$ cat src/rtl/my_uart_rx7to7_pkg.sv
// Shared UART definitions for the 7-bit receiver and its transmitter
// counterpart.
// Contents:
//   BPS*        - baud divisors; one bit period is (divisor + 1) clk cycles
//   ctl_to_div  - maps the 3-bit uart_ctl baud select onto a divisor
//   rx_state_e  - receiver FSM state encoding
package my_uart_rx7to7_pkg;

    localparam logic [12:0] BPS9600   = 13'd5208;
    localparam logic [12:0] BPS19200  = 13'd2603;
    localparam logic [12:0] BPS38400  = 13'd1301;
    localparam logic [12:0] BPS57600  = 13'd867;
    localparam logic [12:0] BPS115200 = 13'd434;
    localparam logic [12:0] BPS256000 = 13'd195;

    typedef enum logic [1:0] {
        IDLE  = 2'd0,
        START = 2'd1,
        DATA  = 2'd2,
        STOP  = 2'd3
    } rx_state_e;

    // Unused select codes 6 and 7 fall back to the slowest rate.
    function automatic logic [12:0] ctl_to_div(input logic [2:0] ctl);
        logic [12:0] div;
        case (ctl)
            3'd0:    div = BPS9600;
            3'd1:    div = BPS19200;
            3'd2:    div = BPS38400;
            3'd3:    div = BPS57600;
            3'd4:    div = BPS115200;
            3'd5:    div = BPS256000;
            default: div = BPS9600;
        endcase
        return div;
    endfunction

endpackage

$ cat src/rtl/my_uart_rx7to7_if.sv
// Serial line, baud select and received-character interface of the
// 7-bit UART receiver.
// Signals:
//   rs_rx     - asynchronous serial line, idles high
//   uart_ctl  - baud-rate select
//   data_in   - last correctly framed character
//   data_sign - one-cycle strobe, data_in updated
//   frame_err - one-cycle strobe, stop bit sampled low
//   busy      - receiver not idle
// Modports: master drives the line and select, slave is the receiver.
interface my_uart_rx7to7_if;

    logic       rs_rx;
    logic [2:0] uart_ctl;
    logic [6:0] data_in;
    logic       data_sign;
    logic       frame_err;
    logic       busy;

    modport master (
        output rs_rx,
        output uart_ctl,
        input  data_in,
        input  data_sign,
        input  frame_err,
        input  busy
    );

    modport slave (
        input  rs_rx,
        input  uart_ctl,
        output data_in,
        output data_sign,
        output frame_err,
        output busy
    );

endinterface

$ cat src/rtl/my_uart_rx7to7_sync2.sv
// Two-flop synchronizer for a single asynchronous input.
// Ports:
//   clk, rst_n - clock and asynchronous active-low reset
//   d          - asynchronous input
//   q          - synchronized output
// RST_VAL sets the value both flops take in reset (1 for an idle-high line).
module my_uart_rx7to7_sync2 #(
    parameter logic RST_VAL = 1'b1
) (
    input  logic clk,
    input  logic rst_n,
    input  logic d,
    output logic q
);

    logic meta_r;
    logic sync_r;

    // Two-stage capture of the asynchronous input.
    always_ff @(posedge clk or negedge rst_n) begin
        if (!rst_n) begin
            meta_r <= RST_VAL;
            sync_r <= RST_VAL;
        end else begin
            meta_r <= d;
            sync_r <= meta_r;
        end
    end

    assign q = sync_r;

endmodule

$ cat src/rtl/my_uart_rx7to7.sv
// UART receiver for 7-bit frames: 1 start, 7 data (LSB first), 1 stop,
// no parity. Bit timing follows the uart_ctl divisor latched at the start
// edge; start is re-checked at mid bit, data and stop are sampled one full
// bit period apart after that.
// Ports:
//   clk, rst_n - clock and asynchronous active-low reset
//   bus        - slave side of my_uart_rx7to7_if (rs_rx, uart_ctl in;
//                data_in, data_sign, frame_err, busy out)
module my_uart_rx7to7
    import my_uart_rx7to7_pkg::*;
(
    input  logic              clk,
    input  logic              rst_n,
    my_uart_rx7to7_if.slave   bus
);

    logic        rx_s;
    logic        rx_d_r;
    logic        fall_s;
    logic [12:0] half_s;

    rx_state_e   state_r;
    logic [12:0] cnt_r;
    logic [2:0]  bit_idx_r;
    logic [12:0] div_r;
    logic [6:0]  shift_r;
    logic [6:0]  data_r;
    logic        sign_r;
    logic        err_r;
    logic        busy_r;

    my_uart_rx7to7_sync2 #(.RST_VAL(1'b1)) u_sync (
        .clk   (clk),
        .rst_n (rst_n),
        .d     (bus.rs_rx),
        .q     (rx_s)
    );

    // History flop for start-edge detection.
    always_ff @(posedge clk or negedge rst_n) begin
        if (!rst_n) begin
            rx_d_r <= 1'b1;
        end else begin
            rx_d_r <= rx_s;
        end
    end

    // A held-low line never re-triggers; only a fresh 1-to-0 edge does.
    assign fall_s = rx_d_r & ~rx_s;
    assign half_s = {1'b0, div_r[12:1]};

    // Receive FSM with counters, shift register and registered outputs.
    always_ff @(posedge clk or negedge rst_n) begin
        if (!rst_n) begin
            state_r   <= IDLE;
            cnt_r     <= 13'd0;
            bit_idx_r <= 3'd0;
            div_r     <= BPS9600;
            shift_r   <= 7'd0;
            data_r    <= 7'd0;
            sign_r    <= 1'b0;
            err_r     <= 1'b0;
            busy_r    <= 1'b0;
        end else begin
            sign_r <= 1'b0;
            err_r  <= 1'b0;
            case (state_r)
                IDLE: begin
                    cnt_r     <= 13'd0;
                    bit_idx_r <= 3'd0;
                    if (fall_s) begin
                        // Divisor is frozen for the whole frame.
                        div_r   <= ctl_to_div(bus.uart_ctl);
                        state_r <= START;
                        busy_r  <= 1'b1;
                    end else begin
                        busy_r  <= 1'b0;
                    end
                end
                START: begin
                    if (cnt_r == half_s) begin
                        cnt_r <= 13'd0;
                        if (!rx_s) begin
                            state_r <= DATA;
                        end else begin
                            // Line back high at mid start bit: glitch.
                            state_r <= IDLE;
                            busy_r  <= 1'b0;
                        end
                    end else begin
                        cnt_r <= cnt_r + 13'd1;
                    end
                end
                DATA: begin
                    if (cnt_r == div_r) begin
                        shift_r[bit_idx_r] <= rx_s;
                        cnt_r              <= 13'd0;
                        if (bit_idx_r == 3'd6) begin
                            bit_idx_r <= 3'd0;
                            state_r   <= STOP;
                        end else begin
                            bit_idx_r <= bit_idx_r + 3'd1;
                        end
                    end else begin
                        cnt_r <= cnt_r + 13'd1;
                    end
                end
                STOP: begin
                    if (cnt_r == div_r) begin
                        // Leave at mid stop bit so a back-to-back start
                        // edge is not missed.
                        cnt_r   <= 13'd0;
                        state_r <= IDLE;
                        busy_r  <= 1'b0;
                        if (rx_s) begin
                            data_r <= shift_r;
                            sign_r <= 1'b1;
                        end else begin
                            err_r  <= 1'b1;
                        end
                    end else begin
                        cnt_r <= cnt_r + 13'd1;
                    end
                end
                default: begin
                    state_r   <= IDLE;
                    cnt_r     <= 13'd0;
                    bit_idx_r <= 3'd0;
                    busy_r    <= 1'b0;
                end
            endcase
        end
    end

    assign bus.data_in   = data_r;
    assign bus.data_sign = sign_r;
    assign bus.frame_err = err_r;
    assign bus.busy      = busy_r;

endmodule

$ cat src/flat_wrapper.sv
// flat-port wrapper written by rule: the top's interface ports become plain ports
module my_uart_rx7to7_flat import my_uart_rx7to7_pkg::*;
  (clk, rst_n, bus_rs_rx, bus_uart_ctl, bus_data_in, bus_data_sign, bus_frame_err, bus_busy);
  my_uart_rx7to7_if bus_i ();
  input  logic clk;
  input  logic rst_n;
  input wire logic [$bits(bus_i.rs_rx)-1:0] bus_rs_rx;
  input wire logic [$bits(bus_i.uart_ctl)-1:0] bus_uart_ctl;
  output wire logic [$bits(bus_i.data_in)-1:0] bus_data_in;
  output wire logic [$bits(bus_i.data_sign)-1:0] bus_data_sign;
  output wire logic [$bits(bus_i.frame_err)-1:0] bus_frame_err;
  output wire logic [$bits(bus_i.busy)-1:0] bus_busy;
  assign bus_i.rs_rx = bus_rs_rx;
  assign bus_i.uart_ctl = bus_uart_ctl;
  assign bus_data_in = bus_i.data_in;
  assign bus_data_sign = bus_i.data_sign;
  assign bus_frame_err = bus_i.frame_err;
  assign bus_busy = bus_i.busy;
  my_uart_rx7to7 u_core (.clk(clk), .rst_n(rst_n), .bus(bus_i));
endmodule
$ cat config.mk
export PLATFORM = sky130hd
export DESIGN_NAME = my_uart_rx7to7_flat
export DESIGN_NICKNAME = d
export VERILOG_FILES = /design/src/rtl/my_uart_rx7to7_pkg.sv /design/src/rtl/my_uart_rx7to7_if.sv /design/src/rtl/my_uart_rx7to7_sync2.sv /design/src/rtl/my_uart_rx7to7.sv /design/src/flat_wrapper.sv
export SDC_FILE = /design/constraint.sdc
export NUM_CORES = 1
export LEC_CHECK = 0
export CORE_ASPECT_RATIO = 2
export CORE_MARGIN = 4
export CORE_UTILIZATION = 53
export DETAILED_ROUTE_END_ITERATION = 10
export PLACE_DENSITY = 0.81
export REMOVE_ABC_BUFFERS = 1
export SKIP_CTS_REPAIR_TIMING = 1
export SYNTH_ARGS = -nofsm -noshare
export SYNTH_HDL_FRONTEND = slang
export SYNTH_SLANG_ARGS = --single-unit
$ cat constraint.sdc
create_clock -name clk -period 1.9 [get_ports clk]
set_clock_uncertainty 0.15 [all_clocks]
set_input_delay 0.38 -clock clk [delete_from_list [all_inputs] [get_ports clk]]
set_output_delay 0.38 -clock clk [all_outputs]
set_load 0.01 [all_outputs]
==> results.cfg, run 1 <==
[detailed_routing]
routed-wl-met3_um = 147
drc = 0
wirelength_mm = 6.042
drtAntennaViolNets = 0
met2_length_mm = 3.574
wl_per_cell_um = 17.26
first_iter_violations = 34
routed_via_density = 5.560
firstDrtPassIters = 4
vias = 1946
top_layer_used = met4
m1WireLength_mm = 2.031

[status]
status = finished, violations left
violations = negative setup slack

[synthesis]
avgSynthCellArea_um2 = 10.71
yosysSeqAreaShare_pct = 50.02
synth_top_cells_by_count = dfrtp_1, xor2_1, nor2_1
ys_ff_latch = 51
synth.most_common_cell = dfrtp_1
synth_edf_count = 0
synthFlopType = dfrtp_1
syn_inst = 240
synth.area.top_cells = dfrtp_1, xor2_1, dfstp_2, mux2_2, nor2_1
synth_top_area_share_pct = 41.85
async_flop_share_pct = 100.0
netlist_area_um2 = 2571
synth_largest_area_cell = dfrtp_1
synth_cell_type_count = 43
ys_warn_count = 0

[critical_path]
r2r_slack_ns = -0.27
critPathCaptureType = register
arrival_ns = 2.22
path_class = register to register
cp_max_fo = 7
rr_endpoint = u_core.shift_r[1]
reg2reg_depth = 6
required_ns = 1.96
cp-startpoint = u_core.div_r[7]
r2r_start = u_core.div_r[7]
worstSetupStartpointType = register
setup.worst_path.end = u_core.shift_r[1]

[pwr]
irDropWorstVdd_mv = 0.8778
p_leak_nw = 1.558
cellPowerDensity_nw_per_um2 = 934.5

[placement]
dp.cells = 337
place.gp.congestion = 0.8516
hpwlAfterDp_mm = 4.290
pre_cts_ws_ns = -0.3155
numPortBuffers = 15

[clock_tree]
cts_tree = yes
cts-root-buf = clkbuf_8
cts.sinks = 51
htree_levels = 2
cts_made_buffers = 5
cts_buffer_depth = 2
clkTransAtPathRegs_ns = 0.09
clk-insertion-delay-late_ns = 0.31

[floorplanning]
die-area_um2 = 6097
rows = 35
start_util_pct = 55.39
core_area_um2 = 4642
die_x_um = 57.25
die_y_um = 106.5
ios = 16

[global_routing]
overflow = 0
grt_pass1_vias = 2012
track_usage_pct = 20.05
grt_pass1_wl_mm = 9.328
grt_max_degree = 52
antenna_found_initial = 0

[layout]
stdcell_count = 350
nFillCells = 322
n_antenna_cell = 0
nets = 301
final_layout_size_suffix_gt1_share_pct = 32.88
syn_to_final_growth_pct = 31.73

[sta]
maxSlewViolCount = 0
fin_ws_ns = -0.2668
fmax_mhz = 461.5
relSlewSlack_pct = 72.00
rsz0062_at_grt = yes
finalSetupViolCount = 33
setup_tns_ns = -6.546
worst_pin_slew_ns = 0.4200
fin_crit_ns = 2.167
min_period_over_period_pct = 114.0
finalHoldViolCount = 0

[hold_path]
hold_path_class = register to register

[run]
maxCapViolations = 0
## placed cells by master, fill, tap and decap left out, types with 8 or more instances in the layout
master / netlist / layout
dfrtp_1: 43 / 43
buf_4: 1 / 38
xor2_1: 35 / 32
nor2_1: 28 / 27
nand2_1: 22 / 21
clkdlybuf4s50_1: 0 / 14
mux2_2: 12 / 9
nand3_1: 8 / 8
o21ai_0: 8 / 8
dfstp_2: 8 / 8
## worst max-delay path: stages, from the launching register on
cell     delay [ns]
dfrtp_1        0.41
xor2_1         0.19
nor4_2         0.42
nand4_4        0.20
buf_8          0.20
nor4_4         0.17
mux2_4         0.33
## routing by layer
layer	vias up	GRT usage, %
li1	926	-
met1	957	18.63
met2	44	39.61
met3	19	3.038
met4	0	10.12
met5	-	0
## state kept, by name, indices dropped and copies added, names as in the netlist, named ones only
name / flops
u_core.bus.frame_err: 1
u_core.shift_r: 7
u_core.bus.data_in: 7
u_core.bit_idx_r: 3
u_core.cnt_r: 13
u_core.u_sync.meta_r: 1
u_core.rx_d_r: 1
u_core.state_r: 1
u_core.bus.data_sign: 1
u_core.u_sync.q: 1
u_core.bus.busy: 1
u_core.div_r: 13
## power by group
part	total, mW	switching, mW	internal [mW]
Clock	0.884	0.357	0.526
Sequential	1.36	0.118	1.24
Combinational	0.919	0.478	0.441
Total	3.17	0.953	2.21
## stage by stage
step	hold slack [ns]	utilization (%)	instance area, um2	total power [mW]
after global routing	0.2229	72.97	3387	3.333
after CTS	-0.09203	68.38	3174	3.116
after floorplan	-0.06559	-	2507	1.829
after detailed placement	0.1995	65.53	3042	2.228
after global placement	0.1963	65.53	3042	2.206
final	0.2110	72.97	3387	3.165
## layout make-up
| class | count | area (um2) | area share [%] |
|---|---|---|---|
| sequential | 51 | 1286 | 37.98 |
| multi-input combinational | 172 | 1356 | 40.04 |
| clock inverter | 2 | 60.06 | 1.773 |
| tap | 55 | 68.82 | 2.032 |
| timing repair buffer | 61 | 531.8 | 15.70 |
| clock buffer | 6 | 72.57 | 2.143 |
| inverter | 3 | 11.26 | 0.3325 |
## worst min-delay path by stage
| stage | from | end | slack, ns | depth (start not counted) |
|---|---|---|---|---|
| after floorplan | rst_n | asynchronous set/reset pin | -0.07 | 0 |
| after global placement | u_core.u_sync.meta_r | u_core.u_sync.q | 0.20 | 0 |
| after detailed placement | u_core.u_sync.meta_r | u_core.u_sync.q | 0.20 | 0 |
| after CTS | rst_n | u_core.bus.data_in[1] | -0.09 | 2 |
| after global routing | u_core.u_sync.meta_r | u_core.u_sync.q | 0.22 | 0 |
| final | u_core.u_sync.meta_r | u_core.u_sync.q | 0.21 | 0 |
## kinds of logic after synthesis
group	synth area share, %
and+or+nand+nor	20.24
adders and majority gates	0.4865
muxes	6.959
xor gates and xnor gates	12.60
AOI/OAI and AO/OA	6.764
DFF	50.02
buffers and inverters	2.920
No activity file was read; power rests on OpenSTA's default activity.
==> run 2, diff against run 1 <==
--- a/config.mk
+++ b/config.mk
@@ -15,3 +15,4 @@
 export SYNTH_ARGS = -nofsm -noshare
 export SYNTH_HDL_FRONTEND = slang
 export SYNTH_SLANG_ARGS = --single-unit
+export TNS_END_PERCENT = 100
==> results of run 2 <==
Same layout as run 1: the final DEF is identical, and so are final timing and power.
==> run 3, diff against run 2 <==
--- a/config.mk
+++ b/config.mk
@@ -12,6 +12,7 @@
 export PLACE_DENSITY = 0.81
 export REMOVE_ABC_BUFFERS = 1
 export SKIP_CTS_REPAIR_TIMING = 1
+export SLEW_MARGIN = 20
 export SYNTH_ARGS = -nofsm -noshare
 export SYNTH_HDL_FRONTEND = slang
 export SYNTH_SLANG_ARGS = --single-unit
==> results of run 3 <==
Same layout as run 1: the final DEF is identical, and so are final timing and power.
